File: src/rtl/prog_lut_pkg.sv
// Shared types and limits for the programmable look-up table.
package prog_lut_pkg;
  localparam int unsigned N_IN_MAX = 6;

  typedef enum logic {
    RUN  = 1'b0,
    LOAD = 1'b1
  } state_e;
endpackage

File: src/rtl/prog_lut_cfg.sv
// Serial table loader: shadow register, bit counter and commit detection.
module prog_lut_cfg
  import prog_lut_pkg::*;
#(
  parameter int unsigned N_IN = 3
) (
  input  logic                 clk,
  input  logic                 rst,
  input  logic                 clear,
  input  logic                 accept,
  input  logic                 cfg_bit,
  output logic                 commit_c,
  output logic [2**N_IN-1:0]   commit_table_c
);
  localparam int unsigned DEPTH = 2 ** N_IN;
  localparam int unsigned CNT_W = $clog2(DEPTH) + 1;

  logic [CNT_W-1:0] count_q, count_d;
  logic [DEPTH-1:0] shadow_q, shadow_d;
  logic             last_c;

  assign last_c = (count_q == CNT_W'(DEPTH - 1));

  // Restart wins over acceptance; the final accepted bit bypasses the shadow.
  always_comb begin
    count_d                   = count_q;
    shadow_d                  = shadow_q;
    commit_c                  = 1'b0;
    commit_table_c            = shadow_q;
    commit_table_c[DEPTH-1]   = cfg_bit;
    if (clear) begin
      count_d  = '0;
      shadow_d = '0;
    end else if (accept) begin
      shadow_d[count_q[N_IN-1:0]] = cfg_bit;
      if (last_c) begin
        commit_c = 1'b1;
        count_d  = '0;
      end else begin
        count_d = count_q + CNT_W'(1);
      end
    end
  end

  always_ff @(posedge clk) begin
    if (rst) begin
      count_q  <= '0;
      shadow_q <= '0;
    end else begin
      count_q  <= count_d;
      shadow_q <= shadow_d;
    end
  end
endmodule

File: src/rtl/prog_lut.sv
// Programmable N_IN-input boolean function with a serially reloadable truth table.
module prog_lut
  import prog_lut_pkg::*;
#(
  parameter int unsigned          N_IN        = 3,
  parameter logic [2**N_IN-1:0]   RESET_TABLE = (2**N_IN)'(8'b0000_0101)
) (
  input  logic            clk,
  input  logic            rst,
  input  logic            cfg_start,
  input  logic            cfg_valid,
  input  logic            cfg_bit,
  output logic            cfg_ready,
  output logic            cfg_done,
  input  logic            in_valid,
  input  logic [N_IN-1:0] in_data,
  output logic            out_valid,
  output logic            out_f
);
  localparam int unsigned DEPTH = 2 ** N_IN;

  state_e           state_q, state_d;
  logic             cfg_ready_q, cfg_ready_d;
  logic             cfg_done_q, cfg_done_d;
  logic             out_valid_q, out_valid_d;
  logic             out_f_q, out_f_d;
  logic [DEPTH-1:0] table_q, table_d;
  logic             accept_c;
  logic             commit_c;
  logic [DEPTH-1:0] commit_table_c;

  // A bit coincident with a (re)start is never taken.
  assign accept_c = cfg_valid && (state_q == LOAD) && !cfg_start;

  prog_lut_cfg #(.N_IN(N_IN)) u_cfg (
    .clk            (clk),
    .rst            (rst),
    .clear          (cfg_start),
    .accept         (accept_c),
    .cfg_bit        (cfg_bit),
    .commit_c       (commit_c),
    .commit_table_c (commit_table_c)
  );

  always_ff @(posedge clk) begin
    if (rst) begin
      state_q <= RUN;
    end else begin
      state_q <= state_d;
    end
  end

  always_comb begin
    state_d = state_q;
    unique case (state_q)
      RUN:  if (cfg_start) state_d = LOAD;
      LOAD: begin
        if (cfg_start)     state_d = LOAD;
        else if (commit_c) state_d = RUN;
      end
      default: state_d = RUN;
    endcase
  end

  // Evaluation always reads the pre-edge table, so a commit takes effect next cycle.
  always_comb begin
    cfg_ready_d = (state_d == LOAD);
    cfg_done_d  = commit_c;
    table_d     = commit_c ? commit_table_c : table_q;
    out_valid_d = in_valid;
    out_f_d     = in_valid ? table_q[in_data] : out_f_q;
  end

  always_ff @(posedge clk) begin
    if (rst) begin
      cfg_ready_q <= 1'b0;
      cfg_done_q  <= 1'b0;
      out_valid_q <= 1'b0;
      out_f_q     <= 1'b0;
      table_q     <= RESET_TABLE;
    end else begin
      cfg_ready_q <= cfg_ready_d;
      cfg_done_q  <= cfg_done_d;
      out_valid_q <= out_valid_d;
      out_f_q     <= out_f_d;
      table_q     <= table_d;
    end
  end

  assign cfg_ready = cfg_ready_q;
  assign cfg_done  = cfg_done_q;
  assign out_valid = out_valid_q;
  assign out_f     = out_f_q;
endmodule

File: config.mk
export PLATFORM = sky130hd
export DESIGN_NAME = prog_lut
export DESIGN_NICKNAME = d
export VERILOG_FILES = /design/src/rtl/prog_lut_pkg.sv /design/src/rtl/prog_lut_cfg.sv /design/src/rtl/prog_lut.sv
export SDC_FILE = /design/constraint.sdc
export NUM_CORES = 1
export LEC_CHECK = 0
export ABC_AREA = 1
export BUFFER_PORTS_ARGS = -buffer_cell sky130_fd_sc_hd__buf_4
export CAP_MARGIN = 20
export CORE_MARGIN = 4
export CORE_UTILIZATION = 30
export DETAILED_ROUTE_END_ITERATION = 8
export PLACE_DENSITY = 0.49
export RECOVER_POWER = 25
export SYNTH_ARGS = -nofsm -noshare
export SYNTH_HDL_FRONTEND = slang
export SYNTH_SLANG_ARGS = --single-unit
File: constraint.sdc
create_clock -name clk -period 1.3 [get_ports clk]
set_input_delay 0.13 -clock clk [delete_from_list [all_inputs] [get_ports clk]]
set_output_delay 0.13 -clock clk [all_outputs]
set_load 0.005 [all_outputs]
==> results of run 1 <==
-- how the worst min path moves through the flow --
stage | to | slack [ps] | start
final | table_q[7] | 90 | cfg_bit
after global routing | table_q[7] | 70 | cfg_bit
after CTS | table_q[7] | 80 | cfg_bit
after detailed placement | out_f | 330 | in_valid
after global placement | out_f | 330 | in_valid
after floorplan | out_valid | 200 | rst
-- worst max-delay path, delay by kind of cell, from the launching register on --
kind	cells	cell delay (ps)
compound gates	1	110
flops	1	380
fa+ha+maj	1	240
simple gates	3	310
buf+inv	1	90
-- where the power goes --
part           internal (mW)  switching [mW]  leakage [nW]
Clock                  0.115           0.211        0.0177
Sequential             0.713         0.00691         0.187
Combinational         0.0531          0.0604         0.315
-- flip-flops by register name (all words and copies together) (netlist names) --
register,count
table_q,8
cfg_done,1
out_valid,1
cfg_ready,1
u_cfg.count_q,4
out_f,1
u_cfg.shadow_q,7
-- metal layers --
layer | vias up | GRT usage [%] | wire length (um)
li1 | 473 | - | -
met1 | 397 | 13.2 | 1010
met2 | 16 | 17.2 | 1030
met3 | 2 | 3.06 | 85
met4 | 0 | 2.28 | 15
met5 | - | 0 | 0
-- synthesized netlist by cell type (3+ instances only) --
cell / instances
sky130_fd_sc_hd__nand2_1: 26
sky130_fd_sc_hd__dfxtp_1: 23
sky130_fd_sc_hd__nor2_1: 16
sky130_fd_sc_hd__inv_1: 15
sky130_fd_sc_hd__a21oi_1: 13
sky130_fd_sc_hd__o21ai_1: 9
sky130_fd_sc_hd__nand3_1: 6
sky130_fd_sc_hd__o21ai_2: 6
sky130_fd_sc_hd__inv_2: 4
sky130_fd_sc_hd__nand2_2: 3
sky130_fd_sc_hd__nor2_2: 3
sky130_fd_sc_hd__nor2_4: 3
-- stage by stage --
stage / utilization [%] / worst slack, ps / setup TNS (ps)
3_5_place_dp: 36.9 / 94.6 / 0
4_1_cts: 38.5 / 83.5 / 0
6_report: 39.7 / 101 / 0
5_1_grt: 39.7 / -3.68 / -3.68
2_1_floorplan: - / 196 / 0
3_3_place_gp: 36.9 / 139 / 0
-- layout make-up --
cell class,instances,area (um^2),share of cell area [%]
multi-input combinational,91,479,38.3
clock inverter,1,5.00,0.400
inverter,21,86.3,6.89
tap,44,55.1,4.40
sequential,23,464,37.1
timing repair buffer,18,140,11.2
clock buffer,3,22.5,1.80
-- cell families after synthesis --
family | after synthesis
XOR/XNOR | 1
buffers and inverters | 21
AO/OA/AOI/OAI | 29
adder cells (fa/ha/maj) | 1
AND/OR/NAND/NOR | 59
flip-flops | 23
-- timing repair --
item / 4_1_cts / 5_1_grt
hold endpoints to repair: 2 / 0
setup buffers: 0 / 4
gates resized for setup: 0 / 3
hold buffers: 2 / 0
endpoints found under the setup margin: 0 / 11
==> flow_metrics.env, run 1 <==
export IMPL_outcome="finished clean"
export IMPL_slew_headroom_pct=75.2
export IMPL_synth_adder_area_share_pct=1.23
export IMPL_synthCells=134
export IMPL_initial_utilization_pct=32.3
export IMPL_clock_tree_htree_level_count=1
export IMPL_critical_path_peak_fanout=7
export IMPL_tightest_slew_ps=372
export IMPL_remaining_drc_errors=0
export IMPL_die_height_um=66.3
export IMPL_crit_path_end="table_q[1]"
export IMPL_cts_made_buffers=3
export IMPL_synth_area_um2=1020
export IMPL_critical_path_endpoint_type="flop"
export IMPL_worst_r2r_setup_slack_ps=100
export IMPL_required_worst_endpoint_ps=1560
export IMPL_rows=20
export IMPL_timing_setup_critical_path_class="flop to flop"
export IMPL_synth_seq_cells=23
export IMPL_arrival_ps=1460
export IMPL_yosysSeqAreaShare_pct=45.2
export IMPL_synth_flop_cell="sky130_fd_sc_hd__dfxtp_1"
export IMPL_layout_worst_path_cycle_share_pct=92.2
export IMPL_synth_net_count=144
export IMPL_postRouteAntennaNets=0
export IMPL_first_global_vias=790
export IMPL_avgViaCountPerCell=4.42
export IMPL_grt_ovfl_total=0
export IMPL_share_of_final_layout_standard_cells_stronger_than_drive_strength_1_pct=29.3
export IMPL_via_count=888
export IMPL_initialDrtViolationCount=14
export IMPL_post_synth_mux_area_share_pct=0
export IMPL_power_ir_vdd_worst_v=0.000469
export IMPL_worst_hold_slack_ps=85.5
export IMPL_finish_cell_count_without_fillers=201
export IMPL_crit_path_max_incr_delay_ps=380
export IMPL_synth_edf_count=0
export IMPL_critPathLaunch="u_cfg.count_q[0]"
export IMPL_clock_root_buffer="sky130_fd_sc_hd__clkbuf_4"
export IMPL_path_clk_slew_ps=120
export IMPL_synth_simple_gate_area_share_pct=27.9
export IMPL_gp_congestion=0.746
export IMPL_layout_cells_most_common_list="sky130_fd_sc_hd__nand2_1 (26), sky130_fd_sc_hd__dfxtp_1 (20), sky130_fd_sc_hd__nor2_1 (16), sky130_fd_sc_hd__inv_1 (15)"
export IMPL_design_portCount=13
export IMPL_place_port_buffers=12
export IMPL_grt_antenna_before_repair=0
export IMPL_clock_skew_ps=3.05
export IMPL_drt_pass1_iterations=4
export IMPL_synth_top_family_by_area="simple AND/OR/NAND/NOR gates"
export IMPL_whs_path_depth=3
export IMPL_mostFrequentLayoutCell="sky130_fd_sc_hd__nand2_1"
export IMPL_drv_max_cap_violation_count=0
export IMPL_yosys_area_share_xor_xnor_pct=0.859
export IMPL_yosys_top_cells_area="sky130_fd_sc_hd__dfxtp_1 (45%), sky130_fd_sc_hd__nand2_1 (9.6%), sky130_fd_sc_hd__a21oi_1 (6.4%)"
export IMPL_report_final_setup_viol=0
export IMPL_postSynthAreaPerCell_um2=7.61
export IMPL_grt_start_max_net_pins=14
export IMPL_fmax_mhz=834
export IMPL_track_usage_pct=10.4
export IMPL_crit_chain="ha_1, nand2_2, nor2_4, nor2_2, inv_4, o21ai_2"
export IMPL_power_density_nw_per_um2=926
export IMPL_library_cell_with_the_largest_summed_area_after_synthesis="sky130_fd_sc_hd__dfxtp_1"
export IMPL_die_area_um2=4400
export IMPL_min_period_ps=1200
export IMPL_synth_lib_cells_used_distinct=19
export IMPL_cp_start_kind="flop"
export IMPL_worstReg2RegEnd="table_q[1]"
export IMPL_dpl_instance_area_um2=1160
export IMPL_power_mw=1.16
export IMPL_area_growth_pct=22.8
export IMPL_clock_sinks=23
export IMPL_timing_hold_worst_class="primary input to flop"
export IMPL_yosys_warnings=0
export IMPL_synth_largest_type_area_fraction_pct=45.2
export IMPL_cts_root_to_sink_buffers=2
export IMPL_finish_instance_area_um2=1250
export IMPL_finalWirelength_um=2140
export IMPL_slew_viol_final=0
export IMPL_cts_tree="yes"
export IMPL_reg2regPathDepth=6
export IMPL_routed_wire_length_per_instance_um=10.6
export IMPL_diodes=0
export IMPL_place_inst=190
export IMPL_reg2reg_from="u_cfg.count_q[0]"
export IMPL_fillerInstances=348
export IMPL_final_hold_violation_count=0
export IMPL_dpl_hpwl_um=1590
export IMPL_synth_async_reset_ratio_pct=0
export IMPL_area_fraction_in_compound_gates_after_synthesis_pct=16.4
export IMPL_nNetsFinal=168
export IMPL_grt_pass1_wl_um=3570
export IMPL_clock_latency_ps=310
export IMPL_die_w_um=66.3
export IMPL_power_static_leakage_nw=0.520
export IMPL_critical_path_slowest_cell="sky130_fd_sc_hd__dfxtp_2"
export IMPL_fp_coreArea_um2=3150
Power figures use the tool's default switching activity.
==> run 2: changes to the inputs <==
--- a/config.mk
+++ b/config.mk
@@ -10,8 +10,9 @@
 export CAP_MARGIN = 20
 export CORE_MARGIN = 4
 export CORE_UTILIZATION = 30
+export CTS_CLUSTER_SIZE = 25
 export DETAILED_ROUTE_END_ITERATION = 8
-export PLACE_DENSITY = 0.49
+export PLACE_DENSITY = 0.51
 export RECOVER_POWER = 25
 export SYNTH_ARGS = -nofsm -noshare
 export SYNTH_HDL_FRONTEND = slang
==> constraint.sdc (replaced) <==
create_clock -name clk -period 1 [get_ports clk]
set_input_delay 0.1 -clock clk [delete_from_list [all_inputs] [get_ports clk]]
set_output_delay 0.1 -clock clk [all_outputs]
set_load 0.005 [all_outputs]
==> run 2 against run 1 <==
  * The run now ends with setup timing left
  * Core utilization up 7.3 points
  * Setup slack worse by 220 ps
  * Sequential share of layout area down 5.4 points
  * Sequential power up 29%
  * Worst hold slack worse by 30 ps
  * First-iteration DRC count down 29%
  * Clock skew down 0.88 ps
  * Fmax up 6.7%
  * Cell count up 6.0%
  * Wire length up 6.5%
  * Critical endpoint is now table_q[3]
==> flow_metrics.env, run 2 (same netlist as run 1, synthesis figures left out) <==
export IMPL_track_usage_pct=11.8
export IMPL_min_delay_start="cfg_bit"
export IMPL_route_met3_wl_um=88
export IMPL_layout_cells_most_common_list="sky130_fd_sc_hd__buf_4 (26), sky130_fd_sc_hd__nand2_1 (19), sky130_fd_sc_hd__dfxtp_1 (19), sky130_fd_sc_hd__inv_1 (15), sky130_fd_sc_hd__a21oi_1 (12)"
export IMPL_hold_path_end="table_q[7]"
export IMPL_remaining_drc_errors=0
export IMPL_area_growth_pct=45.5
export IMPL_avgViaCountPerCell=4.38
export IMPL_share_of_final_layout_standard_cells_stronger_than_drive_strength_1_pct=46.2
export IMPL_clock_latency_ps=310
export IMPL_place_port_buffers=12
export IMPL_outcome="finished with violations"
export IMPL_dpl_hpwl_um=1650
export IMPL_drv_max_cap_violation_count=0
export IMPL_gp_congestion=0.744
export IMPL_drt_pass1_iterations=4
export IMPL_routed_wire_length_per_instance_um=10.7
export IMPL_slew_viol_final=0
export IMPL_arrival_ps=1380
export IMPL_detailroute_wirelength_met2_um=1060
export IMPL_finish_instance_area_um2=1480
export IMPL_die_w_um=66.3
export IMPL_grt_start_max_net_pins=14
export IMPL_design_portCount=13
export IMPL_reg_top3="table_q (8), u_cfg.shadow_q (7), u_cfg.count_q (4)"
export IMPL_initialDrtViolationCount=10
export IMPL_clock_skew_ps=2.17
export IMPL_rsz0062_at_grt="true"
export IMPL_finalWirelength_um=2280
export IMPL_critical_path_endpoint_type="flop"
export IMPL_rows=20
export IMPL_final_hold_violation_count=0
export IMPL_clock_sinks=23
export IMPL_fmax_mhz=890
export IMPL_postRouteAntennaNets=0
export IMPL_power_static_leakage_nw=0.674
export IMPL_reg2reg_from="u_cfg.count_q[2]"
export IMPL_final_core_util_pct=47.1
export IMPL_initial_utilization_pct=32.3
export IMPL_die_height_um=66.3
export IMPL_power_ir_vdd_worst_v=0.000776
export IMPL_timing_setup_critical_path_class="flop to flop"
export IMPL_grt_pass1_wl_um=3960
export IMPL_power_mw=1.54
export IMPL_cts_made_buffers=3
export IMPL_diodes=0
export IMPL_nNetsFinal=180
export IMPL_whs_path_depth=3
export IMPL_first_global_vias=894
export IMPL_fillerInstances=340
export IMPL_largest_register_ff_count=8
export IMPL_critical_path_peak_fanout=7
export IMPL_report_final_setup_viol=22
export IMPL_fp_coreArea_um2=3150
export IMPL_path_clk_slew_ps=130
export IMPL_cp_start_kind="flop"
export IMPL_slew_headroom_pct=86.4
export IMPL_clock_root_buffer="sky130_fd_sc_hd__clkbuf_4"
export IMPL_die_area_um2=4400
export IMPL_top_layer="met3"
export IMPL_mostFrequentLayoutCell="sky130_fd_sc_hd__buf_4"
export IMPL_grt_antenna_before_repair=0
export IMPL_wl_met1_um=1130
export IMPL_regMostFlops="table_q"
export IMPL_multi_input_comb_area_um2=602
export IMPL_worst_hold_slack_ps=55.4
export IMPL_clock_tree_htree_level_count=1
export IMPL_power_density_nw_per_um2=1040
export IMPL_layout_area_seq_um2=470
export IMPL_worst_slack_ps=-123
export IMPL_cts_tree="yes"
export IMPL_reg2regPathDepth=8
export IMPL_worst_r2r_setup_slack_ps=-120
export IMPL_tightest_slew_ps=203
export IMPL_via_count=932
export IMPL_grt_ovfl_total=0
export IMPL_timing_hold_worst_class="primary input to flop"
export IMPL_worstReg2RegEnd="table_q[3]"
export IMPL_required_worst_endpoint_ps=1260
export IMPL_setup_tns_ps=-1850
export IMPL_dpl_instance_area_um2=1280
export IMPL_layout_worst_path_cycle_share_pct=112
export IMPL_violated_checks="setup timing"
export IMPL_cts_root_to_sink_buffers=2
export IMPL_min_period_ps=1120
run 2: cell count changes in the layout (fill, tap and decap cells not counted), sizes merged:
cell,delta
buf,+15
clkbuf,-3
run 2: through the flow:
step	instances	worst slack, ps
after global routing	213	-183
after detailed placement	199	-81.0
after global placement	199	-80.6
final	213	-123
after CTS	207	-82.8
after floorplan	134	-25.4
run 2: final cells by class:
cell class              count  share of cell area (%)
repair buffers             30                    16.0
well taps                  44                    3.71
clock inverters             1                   0.337
inverters                  21                    6.16
multi-input cells          91                    40.6
clock buffers               3                    1.52
flip-flops and latches     23                    31.7
run 2: worst max-delay path: stages, from the launching register on:
cell                      delay [ps]
sky130_fd_sc_hd__dfxtp_2         370
sky130_fd_sc_hd__inv_2            60
sky130_fd_sc_hd__nor2_4          100
sky130_fd_sc_hd__nand2_4          70
sky130_fd_sc_hd__nor2_4          160
sky130_fd_sc_hd__nand2_4         110
sky130_fd_sc_hd__inv_8           110
sky130_fd_sc_hd__nand2_2          50
sky130_fd_sc_hd__o21ai_2          40
run 2: routing by layer:
metal  GRT usage, %  vias to the layer above
li1               -                      496
met1           15.5                      421
met2           18.8                       15
met3           4.25                        0
met4           1.52                        0
met5              0                        -
run 2: repair_timing:
action | 4_1_cts | 5_1_grt
hold endpoints to repair | 2 | 0
setup endpoints to repair | 19 | 21
pin swaps | 8 | 5
hold buffers | 2 | 0
gates resized for setup | 2 | 25
cloned | 1 | 0
buffers inserted | 1 | 6
run 2: how the worst max path moves through the flow:
| stage | startpoint | to | slack [ps] | cells past startpoint |
|---|---|---|---|---|
| 2_1_floorplan | cfg_ready | u_cfg.count_q[3] | -30 | 5 |
| 3_3_place_gp | cfg_ready | u_cfg.count_q[3] | -80 | 5 |
| 3_5_place_dp | cfg_ready | u_cfg.count_q[3] | -80 | 5 |
| 4_1_cts | cfg_ready | u_cfg.count_q[3] | -80 | 5 |
| 5_1_grt | cfg_ready | u_cfg.count_q[3] | -180 | 5 |
| 6_report | u_cfg.count_q[2] | table_q[3] | -120 | 8 |
run 2: report_power, final:
| group | total, mW | switching [mW] | leakage, nW | internal, mW |
|---|---|---|---|---|
| Combinational | 0.176 | 0.0915 | 0.468 | 0.0849 |
| Sequential | 0.930 | 0.00748 | 0.189 | 0.923 |
| Clock | 0.434 | 0.285 | 0.0177 | 0.149 |
| Total | 1.54 | 0.384 | 0.674 | 1.16 |
